## config.mk

```make
export PLATFORM = sky130hd
export DESIGN_NAME = ram_ctrl
export DESIGN_NICKNAME = d
export VERILOG_FILES = /design/src/rtl/ram_ctrl.sv
export SDC_FILE = /design/constraint.sdc
export NUM_CORES = 1
export LEC_CHECK = 0
export BUFFER_PORTS_ARGS = -buffer_cell sky130_fd_sc_hd__buf_4
export CORE_MARGIN = 1.5
export CORE_UTILIZATION = 51
export DETAILED_ROUTE_END_ITERATION = 10
export GPL_TIMING_DRIVEN = 1
export PLACE_DENSITY = 0.79
export SLEW_MARGIN = 5
export SYNTH_ARGS = -nofsm -noshare
export SYNTH_HDL_FRONTEND = slang
export SYNTH_SLANG_ARGS = --single-unit
```

## constraint.sdc

```tcl
create_clock -name clock -period 2 [get_ports clock]
set_input_delay 0.1 -clock clock [delete_from_list [all_inputs] [get_ports clock]]
set_output_delay 0.1 -clock clock [all_outputs]
set_load 0.01 [all_outputs]
```

## src/rtl/ram_ctrl.sv

```systemverilog
// ram_ctrl: the only master of the 32x8 ram. It turns valid/ready
// read, write and fill commands into WE/address/Input signalling and
// returns read data with a response that is held until it is taken.
//
// Ports:
//   clock, reset         rising-edge clock shared with the ram; sync active-low reset
//   req_valid/req_ready  command handshake
//   req_op               00 read, 01 write, 10 fill, 11 reserved (no ram access)
//   req_addr             target / start address
//   req_len              fill word count minus 1
//   req_data             write data / first fill value
//   rsp_valid/rsp_ready  read response handshake
//   rsp_data             read data
//   busy                 high whenever the FSM is not idle
//   ram_we, ram_address, ram_input   registered drive to the ram
//   ram_output           ram read data, valid READ_LAT cycles after the address
module ram_ctrl #(
  parameter int unsigned ADDR_W   = 5,
  parameter int unsigned DATA_W   = 8,
  parameter int unsigned READ_LAT = 1
) (
  input  logic              clock,
  input  logic              reset,
  input  logic              req_valid,
  output logic              req_ready,
  input  logic [1:0]        req_op,
  input  logic [ADDR_W-1:0] req_addr,
  input  logic [ADDR_W-1:0] req_len,
  input  logic [DATA_W-1:0] req_data,
  output logic              rsp_valid,
  output logic [DATA_W-1:0] rsp_data,
  input  logic              rsp_ready,
  output logic              busy,
  output logic              ram_we,
  output logic [ADDR_W-1:0] ram_address,
  output logic [DATA_W-1:0] ram_input,
  input  logic [DATA_W-1:0] ram_output
);

  typedef enum logic [2:0] {
    S_IDLE,
    S_WRITE,
    S_READ_WAIT,
    S_RESP,
    S_FILL
  } state_t;

  localparam logic [ADDR_W-1:0] CNT_LAT = ADDR_W'(READ_LAT);

  state_t              r_state;
  logic [ADDR_W-1:0]   r_cnt;
  logic                r_req_ready;
  logic                r_rsp_valid;
  logic [DATA_W-1:0]   r_rsp_data;
  logic                r_busy;
  logic                r_we;
  logic [ADDR_W-1:0]   r_addr;
  logic [DATA_W-1:0]   r_din;
  logic                w_accept;

  assign w_accept = req_valid && r_req_ready;

  always_ff @(posedge clock) begin
    if (!reset) begin
      r_state     <= S_IDLE;
      r_cnt       <= '0;
      r_req_ready <= 1'b0;
      r_rsp_valid <= 1'b0;
      r_rsp_data  <= '0;
      r_busy      <= 1'b0;
      r_we        <= 1'b0;
      r_addr      <= '0;
      r_din       <= '0;
    end else begin
      case (r_state)
        S_IDLE: begin
          r_req_ready <= 1'b1;
          if (w_accept) begin
            r_req_ready <= 1'b0;
            r_busy      <= 1'b1;
            // Command fields go straight into the ram drive registers, so
            // later changes on req_* have no effect.
            case (req_op)
              2'b00: begin
                r_we    <= 1'b0;
                r_addr  <= req_addr;
                r_cnt   <= CNT_LAT;
                r_state <= S_READ_WAIT;
              end
              2'b01: begin
                r_we    <= 1'b1;
                r_addr  <= req_addr;
                r_din   <= req_data;
                r_state <= S_WRITE;
              end
              2'b10: begin
                r_we    <= 1'b1;
                r_addr  <= req_addr;
                r_din   <= req_data;
                r_cnt   <= req_len;
                r_state <= S_FILL;
              end
              // Reserved op reuses the one-cycle WRITE turnaround with
              // ram_we left low, so it costs a cycle but touches nothing.
              default: begin
                r_we    <= 1'b0;
                r_state <= S_WRITE;
              end
            endcase
          end
        end

        S_WRITE: begin
          r_we        <= 1'b0;
          r_req_ready <= 1'b1;
          r_busy      <= 1'b0;
          r_state     <= S_IDLE;
        end

        S_READ_WAIT: begin
          // r_cnt counts the remaining ram latency; at zero ram_output
          // already reflects the address presented since acceptance.
          if (r_cnt == '0) begin
            r_rsp_data  <= ram_output;
            r_rsp_valid <= 1'b1;
            r_state     <= S_RESP;
          end else begin
            r_cnt <= r_cnt - ADDR_W'(1);
          end
        end

        S_RESP: begin
          if (rsp_ready) begin
            r_rsp_valid <= 1'b0;
            r_req_ready <= 1'b1;
            r_busy      <= 1'b0;
            r_state     <= S_IDLE;
          end
        end

        S_FILL: begin
          // r_cnt holds the words still to write after the current one.
          if (r_cnt == '0) begin
            r_we        <= 1'b0;
            r_req_ready <= 1'b1;
            r_busy      <= 1'b0;
            r_state     <= S_IDLE;
          end else begin
            r_addr <= r_addr + ADDR_W'(1);
            r_din  <= r_din + DATA_W'(1);
            r_cnt  <= r_cnt - ADDR_W'(1);
          end
        end

        default: begin
          r_we        <= 1'b0;
          r_rsp_valid <= 1'b0;
          r_busy      <= 1'b0;
          r_req_ready <= 1'b0;
          r_state     <= S_IDLE;
        end
      endcase
    end
  end

  assign req_ready   = r_req_ready;
  assign rsp_valid   = r_rsp_valid;
  assign rsp_data    = r_rsp_data;
  assign busy        = r_busy;
  assign ram_we      = r_we;
  assign ram_address = r_addr;
  assign ram_input   = r_din;

endmodule

```

== Word level (Yosys, flattened, before mapping) ==
Cells that the tools add are included.

* Bitwise logic cells: 3
* Divide/modulo/power cells: 0
* Shifts and indexed selects: 0
* Order comparisons: 0
* Mux-type cells: 30
* Multiply operators: 0
* Eq/ne operators: 15
* Add/subtract/negate cells: 3
* Reduce and logical (&&, ||, !) cells: 20

{| class="wikitable"
|+ Operator list
! kind !! count
|-
| $pmux 5 s2 || 3
|-
| $mux 5 || 5
|-
| $mux 8 || 3
|-
| $reduce_and 4->1 || 5
|-
| $ne 2x2->1 const B || 8
|-
| $pmux 8 s2 || 1
|-
| $mux 3 || 4
|-
| $pmux 3 s4 || 1
|-
| $reduce_and 3->1 || 3
|-
| $add 8x1->8 const B || 1
|-
| $mux 1 || 8
|-
| $eq 3x2->1 const B || 2
|-
| $pmux 1 s3 || 2
|-
| $pmux 3 s2 || 1
|-
| $reduce_or 2->1 || 3
|-
| $reduce_or 3->1 || 2
|-
| $add 5x1->5 const B || 1
|-
| $logic_not 5->1 || 1
|-
| $pmux 1 s5 || 1
|-
| $sub 5x1->5 const B || 1
|-
| $pmux 1 s4 || 1
|-
| $reduce_bool 2->1 || 2
|-
| $eq 3x1->1 const B || 1
|-
| $eq 3x3->1 const B || 1
|-
| 8 further kinds || 10
|}

* Input port bits: 32
* RAM bits: 0
* ROM bits: 0
* Memories kept: 0
* Register bits after elaboration: 33
* Output and inout bits: 25
* Word-level logic and storage cells: 80
* Latch bits: 0

== Longest topological paths before layout ==
Gate-level depths: netlist of the first run.

* Depth after elaboration: 5
* Mapped depth: 7
* Gate-level depth less buffers: 6

== Worst setup path after synthesis of the first run ==
No wires, ideal clock.

* Path kind: register -> register
* Start: reg r_cnt[0]
* End: reg r_rsp_data[2], in the netlist rsp_data[2]
* Setup time: 0.132 ns
* Period minus slack after synthesis: 1.719 ns
* Slack: 0.281 ns
* Data required time: 1.868 ns
* Buffers on the path: 1
* Cell stages (with the launch flop): 8
* Data arrival time: 1.587 ns
* Cells stage by stage: dfxtp_1 -> inv_1 -> ha_1 -> nor4b_4 -> clkbuf_1 -> nand2_1 -> nand2_1 -> a21oi_1

* Longest elaborated chain between the ends: 2

{| class="wikitable"
|+ RTL lines
! item !! RTL line !! RTL
|-
| from (decl) || 51 || <nowiki>logic [ADDR_W-1:0] r_cnt;</nowiki>
|-
| from (signal assigned) || 100 || <nowiki>r_cnt <= req_len;</nowiki>
|-
| from (signal assigned) || 128 || <nowiki>r_cnt <= r_cnt - ADDR_W'(1);</nowiki>
|-
| from (signal assigned) || 151 || <nowiki>r_cnt <= r_cnt - ADDR_W'(1);</nowiki>
|-
| $logic_not 5->1 || 123 || <nowiki>if (r_cnt == '0) begin</nowiki>
|-
| $reduce_and 2->1 (no line) || - ||
|-
| to (signal assigned) || 124 || <nowiki>r_rsp_data <= ram_output;</nowiki>
|-
| to (decl) || 54 || <nowiki>logic [DATA_W-1:0] r_rsp_data;</nowiki>
|}

No other way between the ends.
A chain may end at the register's enable or synchronous reset.

== Worst setup path in the final report of the first run ==
* Start: reg r_cnt[0]
* End: reg r_din[2], in the netlist ram_input[2]

* Longest elaborated chain between the ends: 3

{| class="wikitable"
|+ RTL lines
! item !! RTL line !! RTL
|-
| $logic_not 5->1 || 143 || <nowiki>if (r_cnt == '0) begin</nowiki>
|-
| $ne 2x2->1 (no line) || - ||
|-
| $reduce_and 4->1 (no line) || - ||
|-
| to (signal assigned) || 93 || <nowiki>r_din <= req_data;</nowiki>
|-
| to (signal assigned) || 99 || <nowiki>r_din <= req_data;</nowiki>
|-
| to (signal assigned) || 150 || <nowiki>r_din <= r_din + DATA_W'(1);</nowiki>
|-
| to (decl) || 58 || <nowiki>logic [DATA_W-1:0] r_din;</nowiki>
|}

No other way between the ends.

==> results of run 1 <==
cell usage after synthesis, drive strengths merged (2+ instances only):
cell     instances  share of area (%)
nor3            19                4.9
o22ai            7                2.3
o21a             2               0.78
or3              5                2.1
and2             5                1.6
xnor2            2               0.91
ha               7                4.5
a22oi            3                1.2
nor2             8                1.7
nand3           19                4.9
o21ai           10                2.6
a31oi            3               0.97
inv              5               0.97
buf              6                2.1
and4             2               0.91
a2111oi          2               0.91
a31o             4                1.8
dfxtp           33                 34
nor3b            2                1.6
a21oi           22                5.7
nor4b            2                1.7
nand3b           2               0.78
o31ai            4                1.6
clkbuf           8                1.6
nor2b            2               0.65
a311oi           2               0.91
nand2b           3               0.97
nand2           31                6.0
o31a             3                1.4
a221oi           4                2.1
final cells by class:
class                      instances  share of cell area, %
inverter                           5                  0.743
clock inverter                     3                  0.693
sequential                        33                   26.2
timing repair buffer              68                   20.4
clock buffer                       5                   2.72
tap                               48                   2.38
multi-input combinational        188                   47.0
through the flow:
step                      utilization, %  instance area (µm²)
after floorplan                        -                 1940
after global placement              66.5                 2430
after detailed placement            66.5                 2430
after CTS                           68.9                 2520
after global routing                69.0                 2530
final                               69.0                 2530
worst register-to-register path: stages (launching register included):
cell and delay (ps):
dfxtp_1 340, inv_1 100, ha_1 200, nor4b_4 410, nand2b_1 180, buf_6 150
a221oi_1 90, a31o_2 250
where the power goes:
part	internal (µW)	switching (µW)	total, µW
Clock	240	259	499
Sequential	700	47.3	747
Combinational	225	227	451
placed cells by master (no fill, tap or decap), types with 2 or more instances in the layout:
cell,n
xnor2_1,2
a221oi_1,3
o21ai_0,10
or3_4,2
o31ai_1,4
or3_1,3
a31o_2,2
nand2_1,31
o21a_1,2
clkbuf_8,5
nand3_1,19
ha_1,7
a21oi_1,22
o31a_1,3
nor3_1,19
and2_1,4
a311oi_1,2
nand2b_1,3
buf_4,67
a31o_1,2
clkinv_2,2
o22ai_1,7
a22oi_1,3
inv_1,5
a31oi_1,3
nor2b_1,2
and4_1,2
nand3b_1,2
dfxtp_1,33
nor2_1,7
registers in the layout, indices dropped and copies added (netlist names):
register and flops:
busy 1, r_cnt 5, rsp_data 8, req_ready 1, ram_input 8, r_state 3
ram_address 5, rsp_valid 1, ram_we 1
kinds of logic (layout without fill, tap and decap cells):
kind of cell               Yosys count  after routing
muxes                                1              1
xor gates and xnor gates             2              2
buffers and inverters               19             81
adders and majority gates            7              7
and+or+nand+nor                    107            107
AOI/OAI and AO/OA                   71             71
DFF                                 33             33
metal layers:
layer / vias up / track usage [%] / share of wire (%)
met4: 0 / 6.12 / 1.2
met3: 7 / 6.25 / 6.2
met1: 957 / 33.3 / 46
met5: - / 0 / 0
li1: 1024 / - / -
met2: 75 / 42.4 / 46
worst paths after layout:
check	end	slack, ps	depth (start not counted)
worst max-delay path	ram_input[2]	170	7
worst max register to register	ram_input[2]	170	7
worst min-delay path	rsp_data[3]	70	3
worst min register to register	rsp_data[3]	460	2
timing repair:
item	4_1_cts	5_1_grt
setup endpoints to repair	0	2
hold buffers	0	0
gates resized for setup	0	2
==> key figures, run 1 <==
Synth
  – Synth Area in Simple Gates: 30.6%
  – #FFs+latches synth: 33
  – Post-Syn Instances: 240
  – Number of flops mapped to enable cells by yosys: 0
  – Post-synthesis mux area share: 0.582%
  – Post-synth cell types: 52
  – Sequential share of the synthesized area: 34.1%
  – Syn_area_per_cell: 8.07 µm²
  – Post-synth ARST share: 0%
  – Synth Warn #: 0
  – Most used flip-flop cell after synthesis: dfxtp_1
  – Synth Area in Compound Gates: 24.6%
  – Post-synthesis xor/xnor area fraction: 0.905%
  – Mapped Area: 1940 µm²
  – Synth Area in Adders: 4.52%
  – Syn_nets: 279
  – Main combinational cell family by area after synthesis: simple AND/OR/NAND/NOR gates

Placed design
  – Place WS: 173 ps
  – Placed cells: 342
  – HPWL after detailed placement: 3.45 mm
  – IO buf count: 56
  – Routability congestion estimate: 0.902

STA
  – Count of final hold-check violations: 0
  – Hold_ws: 69.8 ps
  – Worst setup margin: 173 ps
  – Clock Skew: 2.35 ps
  – Tmin final: 1830 ps
  – Fin. max-slew vios: 0
  – Fin crit share: 91.4%
  – Final setup violation count: 0
  – TNS Setup: 0 ps
  – RSZ-0062 raised after global routing: no
  – Slew headroom: 47.1%
  – Fmax: 547 MHz
  – Measured slew at the worst slew-check pin: 792 ps

Detailed routing
  – Routed vias: 2063
  – Drt initial violations: 206
  – Via-to-Cell Ratio: 5.89
  – DRC viols: 0
  – WL/cell: 14.3 µm
  – Detailed Routing Iterations Pass 1: 5
  – Drt total wl: 4.99 mm
  – Final ANT Viol Nets: 0

Critical path
  – CP max-delay cell: nor4b_4
  – Worst path cell trace: inv_1 > ha_1 > nor4b_4 > nand2b_1 > buf_6 > a221oi_1 > a31o_2
  – CP startpoint: r_cnt[0]
  – Worst Path Required: 2180 ps
  – Crit Path Category: flip-flop to flip-flop
  – Crit path buf inv count: 2
  – Crit path max-delay family: simple AND/OR/NAND/NOR gates
  – Reg2Reg Launch Point: r_cnt[0]
  – Worst-path maximum fanout: 13
  – CP peak stage delay: 410 ps
  – Crit. End Element: flip-flop
  – CP startpoint kind: flip-flop
  – CP arrival: 2010 ps

Finish
  – Diode count: 0
  – Sequential Area: 661 µm²
  – Filler Cells Inserted: 328
  – Fraction of layout cells with a size suffix above 1: 29.5%
  – Footprint of the multi-input gates: 1190 µm²
  – Syn-to-layout area delta: 30.5%
  – Final Net Count: 340
  – Layout Cells excl Fill: 350

Clocking
  – # Post-CTS Setup Buffers: 0
  – Total CTS buffers: 5
  – Insertion delay to the later sink of the worst-skew pair: 290 ps
  – CTS tree: built
  – Clock slew at reported path FFs: 70 ps
  – Max clock buf depth: 2
  – H-tree Lvls: 2
  – CTS Sinks: 33
  – Root buffer cell: clkbuf_8

Global routing
  – Vias in the first global route: 1907
  – GRT Total Usage: 25.5%
  – First-pass GRT wire length: 8.43 mm
  – Largest net degree at the start of global routing: 25
  – GRT Residual Overflow: 0
  – Initial antenna violation count: 0

Floorplanning
  – Die Span Y: 64.6 µm
  – DIE AREA: 4170 µm²
  – Starting Density: 52.9%
  – Row count: 22
  – CORE AREA: 3660 µm²
  – Io pins: 57
  – Die width: 64.6 µm

Power and ir drop
  – VDD IR-drop max: 412 µV
  – Power Total: 1700 µW
  – Leakage power: 0.00107 µW
  – Pwr dens: 672 nW/µm²

Hold path
  – Hold Crit Start: ram_output[3]
  – Hold Crit Class: input pin to flip-flop

Outcome
  – Status: finished clean

Flow run
  – Max Cap Violations: 0
Note: power is estimated with default switching activity, not from simulation.
==> inputs of run 2 (changes only) <==
==> constraint.sdc (replaced) <==
create_clock -name clock -period 1.8 [get_ports clock]
set_input_delay 0.09 -clock clock [delete_from_list [all_inputs] [get_ports clock]]
set_output_delay 0.09 -clock clock [all_outputs]
set_load 0.01 [all_outputs]
==> key figures, run 2 (synthesized netlist as in run 1, its figures left out) <==
Clocking
  – Root buffer cell: clkbuf_8
  – CTS Hold Bufs: 0
  – H-tree Lvls: 2
  – Insertion delay to the later sink of the worst-skew pair: 290 ps
  – Total CTS buffers: 5
  – CTS Sinks: 33
  – Clock slew at reported path FFs: 70 ps
  – Max clock buf depth: 2
  – CTS tree: built

Critical path
  – CP startpoint: r_state[1]
  – Crit Path Category: flip-flop to flip-flop
  – Reg-to-Reg End: ram_address[3]
  – R2r setup slk: 120 ps
  – Reg2Reg Launch Point: r_state[1]
  – Worst-path maximum fanout: 11
  – Worst Path Required: 2030 ps
  – Crit. End Element: flip-flop
  – CP peak stage delay: 460 ps
  – Crit path max-delay family: simple AND/OR/NAND/NOR gates
  – WP depth: 4
  – CP max-delay cell: or3b_4
  – CP arrival: 1910 ps
  – CP startpoint kind: flip-flop
  – Worst path cell trace: or3b_4 > or3_1 > a221oi_1 > a31o_1
  – Crit path to: ram_address[3]
  – Crit path buf inv count: 0
  – Reg2Reg Depth: 4

Global routing
  – Largest net degree at the start of global routing: 18
  – First-pass GRT wire length: 8.75 mm
  – GRT Total Usage: 26.2%
  – Initial antenna violation count: 0
  – GRT Residual Overflow: 0
  – Vias in the first global route: 1894

STA
  – Clock Skew: 10.0 ps
  – TNS Setup: 0 ps
  – Final setup violation count: 0
  – Count of final hold-check violations: 0
  – Fmax: 596 MHz
  – Measured slew at the worst slew-check pin: 607 ps
  – Tmin final: 1680 ps
  – Slew headroom: 58.5%
  – RSZ-0062 raised after global routing: no
  – Fin. max-slew vios: 0
  – Fin crit share: 93.2%

Detailed routing
  – Drt total wl: 5.15 mm
  – Drt initial violations: 159
  – Final ANT Viol Nets: 0
  – Met3 WL: 300 µm
  – Routed vias: 2075
  – DRC viols: 0
  – Via-to-Cell Ratio: 5.81
  – Highest metal used: met4
  – Detailed Routing Iterations Pass 1: 4
  – Met1 wire length: 2.31 mm
  – DR WL met2: 2.45 mm
  – WL/cell: 14.4 µm

Power and ir drop
  – Seq pwr share: 43.3%
  – Clk network pwr share: 28.0%
  – Power Total: 1920 µW
  – Leakage power: 0.00111 µW
  – Internal power: 1330 µW
  – Switching Share: 30.9%
  – Sw Pwr: 591 µW
  – Pwr dens: 733 nW/µm²
  – Logic pwr share: 28.7%
  – VDD IR-drop max: 573 µV

Finish
  – Final Net Count: 347
  – Filler Cells Inserted: 303
  – Most common library cell in the layout ignoring fill and taps: buf_4
  – Sequential Area: 663 µm²
  – Most frequent cells in the layout: 75 x buf_4, 31 x dfxtp_1, 30 x nand2_1
  – Diode count: 0
  – Fraction of layout cells with a size suffix above 1: 34.0%
  – Footprint of the multi-input gates: 1230 µm²
  – Syn-to-layout area delta: 35.0%

Placed design
  – HPWL after detailed placement: 3.67 mm
  – IO buf count: 56
  – Routability congestion estimate: 0.864

Floorplanning
  – Io pins: 57
  – Die width: 64.6 µm
  – Starting Density: 52.9%
  – DIE AREA: 4170 µm²
  – CORE AREA: 3660 µm²
  – Row count: 22
  – Die Span Y: 64.6 µm

Outcome
  – Status: finished clean

Hold path
  – Hold Crit Class: input pin to flip-flop

Flow run
  – Max Cap Violations: 0
## run 2: cell count changes in the layout (fill, tap and decap cells not counted), sizes merged
cell,previous run,this run
clkinvlp,1,0
buf,68,75
clkbuf,5,6
## run 2: repair_timing
action | 4_1_cts | 5_1_grt
buffers inserted | 0 | 0
hold endpoints to repair | 0 | 0
pin swaps | 0 | 1
resized for setup | 1 | 12
setup endpoints to repair | 1 | 29
## run 2: per-layer routing
metal	up-vias	global-route usage (%)
met5	-	0
met4	0	10.1
met3	11	4.69
met2	75	41.4
met1	959	35.7
li1	1030	-
## run 2: power groups by stage
stage          Sequential (µW)  Combinational, µW  Clock (µW)
4_1_cts                    827                527         551
3_5_place_dp               843                521           0
5_1_grt                    837                601         587
6_report                   831                549         537
3_3_place_gp               841                512           0
2_1_floorplan              848                293           0
## run 2: area by class of cell
type	count	share of cell area, %
multi-input cells	188	46.9
flip-flops and latches	33	25.4
repair buffers	75	21.5
clock buffers	6	2.78
well taps	48	2.30
inverters	5	0.718
clock inverters	2	0.383
## run 2: worst reg2reg max path: stages, from the launching register on
cell and delay [ps]:
dfxtp_2 390, or3b_4 460, or3_1 360, a221oi_1 270
a31o_1 130
## run 2: worst min path at each step
stage / startpoint / slack (ps) / endpoint / cells after the start
2_1_floorplan: ram_output[0] / 240 / rsp_data[0] / 2
3_3_place_gp: ram_output[6] / 360 / rsp_data[6] / 3
3_5_place_dp: ram_output[3] / 360 / rsp_data[3] / 3
4_1_cts: ram_output[5] / 50 / rsp_data[5] / 3
5_1_grt: ram_output[6] / 60 / rsp_data[6] / 3
6_report: ram_output[2] / 60 / rsp_data[2] / 3
## run 2: stage by stage
stage / std cells / hold WS, ps / area, µm² / util (%) / setup slack (ps)
after floorplan: 240 / 238 / 1940 / - / 80.7
after detailed placement: 349 / 361 / 2490 / 67.9 / 47.1
final: 357 / 58.1 / 2610 / 71.4 / 123
after global placement: 349 / 356 / 2490 / 67.9 / 96.8
after CTS: 357 / 52.2 / 2570 / 70.3 / 11.7
after global routing: 357 / 55.5 / 2610 / 71.4 / 8.43
==> inputs of run 3 (changes only) <==
--- a/config.mk
+++ b/config.mk
@@ -10,6 +10,7 @@
 export CORE_UTILIZATION = 51
 export DETAILED_ROUTE_END_ITERATION = 10
 export GPL_TIMING_DRIVEN = 1
+export HOLD_SLACK_MARGIN = 0.1
 export PLACE_DENSITY = 0.79
 export SLEW_MARGIN = 5
 export SYNTH_ARGS = -nofsm -noshare
==> key figures, run 3 (synthesized netlist as in run 1, its figures left out) <==
Clocking
  – CTS Sinks: 33
  – Insertion delay to the later sink of the worst-skew pair: 290 ps
  – Total CTS buffers: 5
  – H-tree Lvls: 2
  – CTS tree: built
  – Max clock buf depth: 2
  – Root buffer cell: clkbuf_8
  – Clock slew at reported path FFs: 80 ps

Global routing
  – GRT Residual Overflow: 0
  – Initial antenna violation count: 0
  – GRT Total Usage: 27.9%
  – First-pass GRT wire length: 9.29 mm
  – Largest net degree at the start of global routing: 18
  – Vias in the first global route: 2010

Detailed routing
  – DRC viols: 0
  – Via-to-Cell Ratio: 5.83
  – Detailed Routing Iterations Pass 1: 4
  – Routed vias: 2152
  – Drt initial violations: 170
  – Drt total wl: 5.43 mm
  – Final ANT Viol Nets: 0
  – WL/cell: 14.7 µm

Finish
  – Fraction of layout cells with a size suffix above 1: 32.7%
  – Syn-to-layout area delta: 41.2%
  – Diode count: 0
  – Most frequent cells in the layout: 75 x buf_4, 31 x dfxtp_1, 30 x nand2_1
  – Layout Cells excl Fill: 369
  – Final Net Count: 359
  – Most common library cell in the layout ignoring fill and taps: buf_4
  – Fin util: 74.7%

Hold path
  – Hold Crit Class: input pin to flip-flop
  – Hold Crit Start: req_addr[1]

Floorplanning
  – DIE AREA: 4170 µm²
  – Io pins: 57
  – Die width: 64.6 µm
  – CORE AREA: 3660 µm²
  – Die Span Y: 64.6 µm
  – Row count: 22
  – Starting Density: 52.9%

Critical path
  – Crit. End Element: flip-flop
  – Reg-to-Reg End: r_cnt[0]
  – CP startpoint kind: flip-flop
  – Reg2Reg Depth: 7
  – Crit path to: r_cnt[0]
  – Crit Path Category: flip-flop to flip-flop
  – R2r setup slk: 120 ps
  – CP max-delay cell: dfxtp_1
  – CP arrival: 1870 ps
  – Worst-path maximum fanout: 6
  – Worst Path Required: 1990 ps
  – CP peak stage delay: 380 ps
  – Reg2Reg Launch Point: r_cnt[1]
  – Worst path cell trace: inv_2 > ha_4 > nor4b_4 > buf_4 > nor3_2 > nor3_1 > o31a_1
  – CP startpoint: r_cnt[1]

STA
  – Fin crit share: 93.4%
  – Measured slew at the worst slew-check pin: 590 ps
  – Clock Skew: 12.7 ps
  – Count of final hold-check violations: 0
  – Slew headroom: 59.7%
  – Tmin final: 1680 ps
  – RSZ-0062 raised after global routing: no
  – Fin. max-slew vios: 0
  – Fmax: 595 MHz
  – TNS Setup: 0 ps
  – Final setup violation count: 0

Placed design
  – Routability congestion estimate: 0.864
  – Placed cells: 349
  – HPWL after detailed placement: 3.67 mm
  – IO buf count: 56

Power and ir drop
  – Leakage power: 0.00116 µW
  – VDD IR-drop max: 573 µV
  – Pwr dens: 713 nW/µm²

Flow run
  – Max Cap Violations: 0

Outcome
  – Status: finished clean
[run 3: cell count changes in the layout (fill, tap and decap cells not counted), sizes merged]
cell	delta
dlygate4sd3	+12
[run 3: layout make-up]
cell class,instances,area [µm²]
Clock inverter,2,10.0
Multi-Input combinational cell,188,1230
Inverter,5,18.8
Fill cell,291,927
Sequential cell,33,663
Tap cell,48,60.1
Timing Repair Buffer,87,683
Clock buffer,6,72.6
[run 3: worst min-delay path by stage]
| stage | end | slack, ps | cells past startpoint |
|---|---|---|---|
| floorplan | rsp_data[0] | 240 | 2 |
| global placement | rsp_data[6] | 360 | 3 |
| detailed placement | rsp_data[3] | 360 | 3 |
| CTS | ram_address[1] | 100 | 3 |
| global route | ram_address[1] | 110 | 3 |
| finish | ram_address[1] | 110 | 3 |
[run 3: critical path: cells and delay by family (launching register included)]
kind	cells	cell delay, ps
simple gates	3	520
flops	1	380
compound gates	1	290
buf+inv	2	230
fa+ha+maj	1	160
[run 3: timing repair]
| action | 4_1_cts | 5_1_grt |
|---|---|---|
| gates resized for setup | 1 | 12 |
| gates cloned | 0 | 0 |
| hold buffers | 12 | 0 |
| pin swaps | 0 | 1 |
| setup endpoints to repair | 1 | 29 |
| buffers inserted | 0 | 0 |
| hold endpoints to repair | 12 | 0 |
[run 3: through the flow]
stage	power [µW]	setup WS (ps)	hold WS, ps	instance area [µm²]
after floorplan	1140	80.7	238	1940
after global placement	1350	96.8	356	2490
after detailed placement	1360	47.1	361	2490
after CTS	1930	11.7	101	2700
after global routing	2050	8.43	113	2730
final	1950	118	109	2730
[run 3: where the power goes]
group | switching [µW] | total, µW | leakage [µW] | internal, µW
logic | 278 | 575 | 0.000850 | 297
clock network | 275 | 543 | 0.0000450 | 268
registers | 52.6 | 831 | 0.000269 | 778
total | 606 | 1950 | 0.00116 | 1340
[run 3: routing by layer]
metal	share of wire (%)	track usage [%]	vias to the layer above
li1	-	-	1058
met1	44	37.0	995
met2	48	45.3	88
met3	6.3	4.69	11
met4	1.9	10.9	0
met5	0	0	-
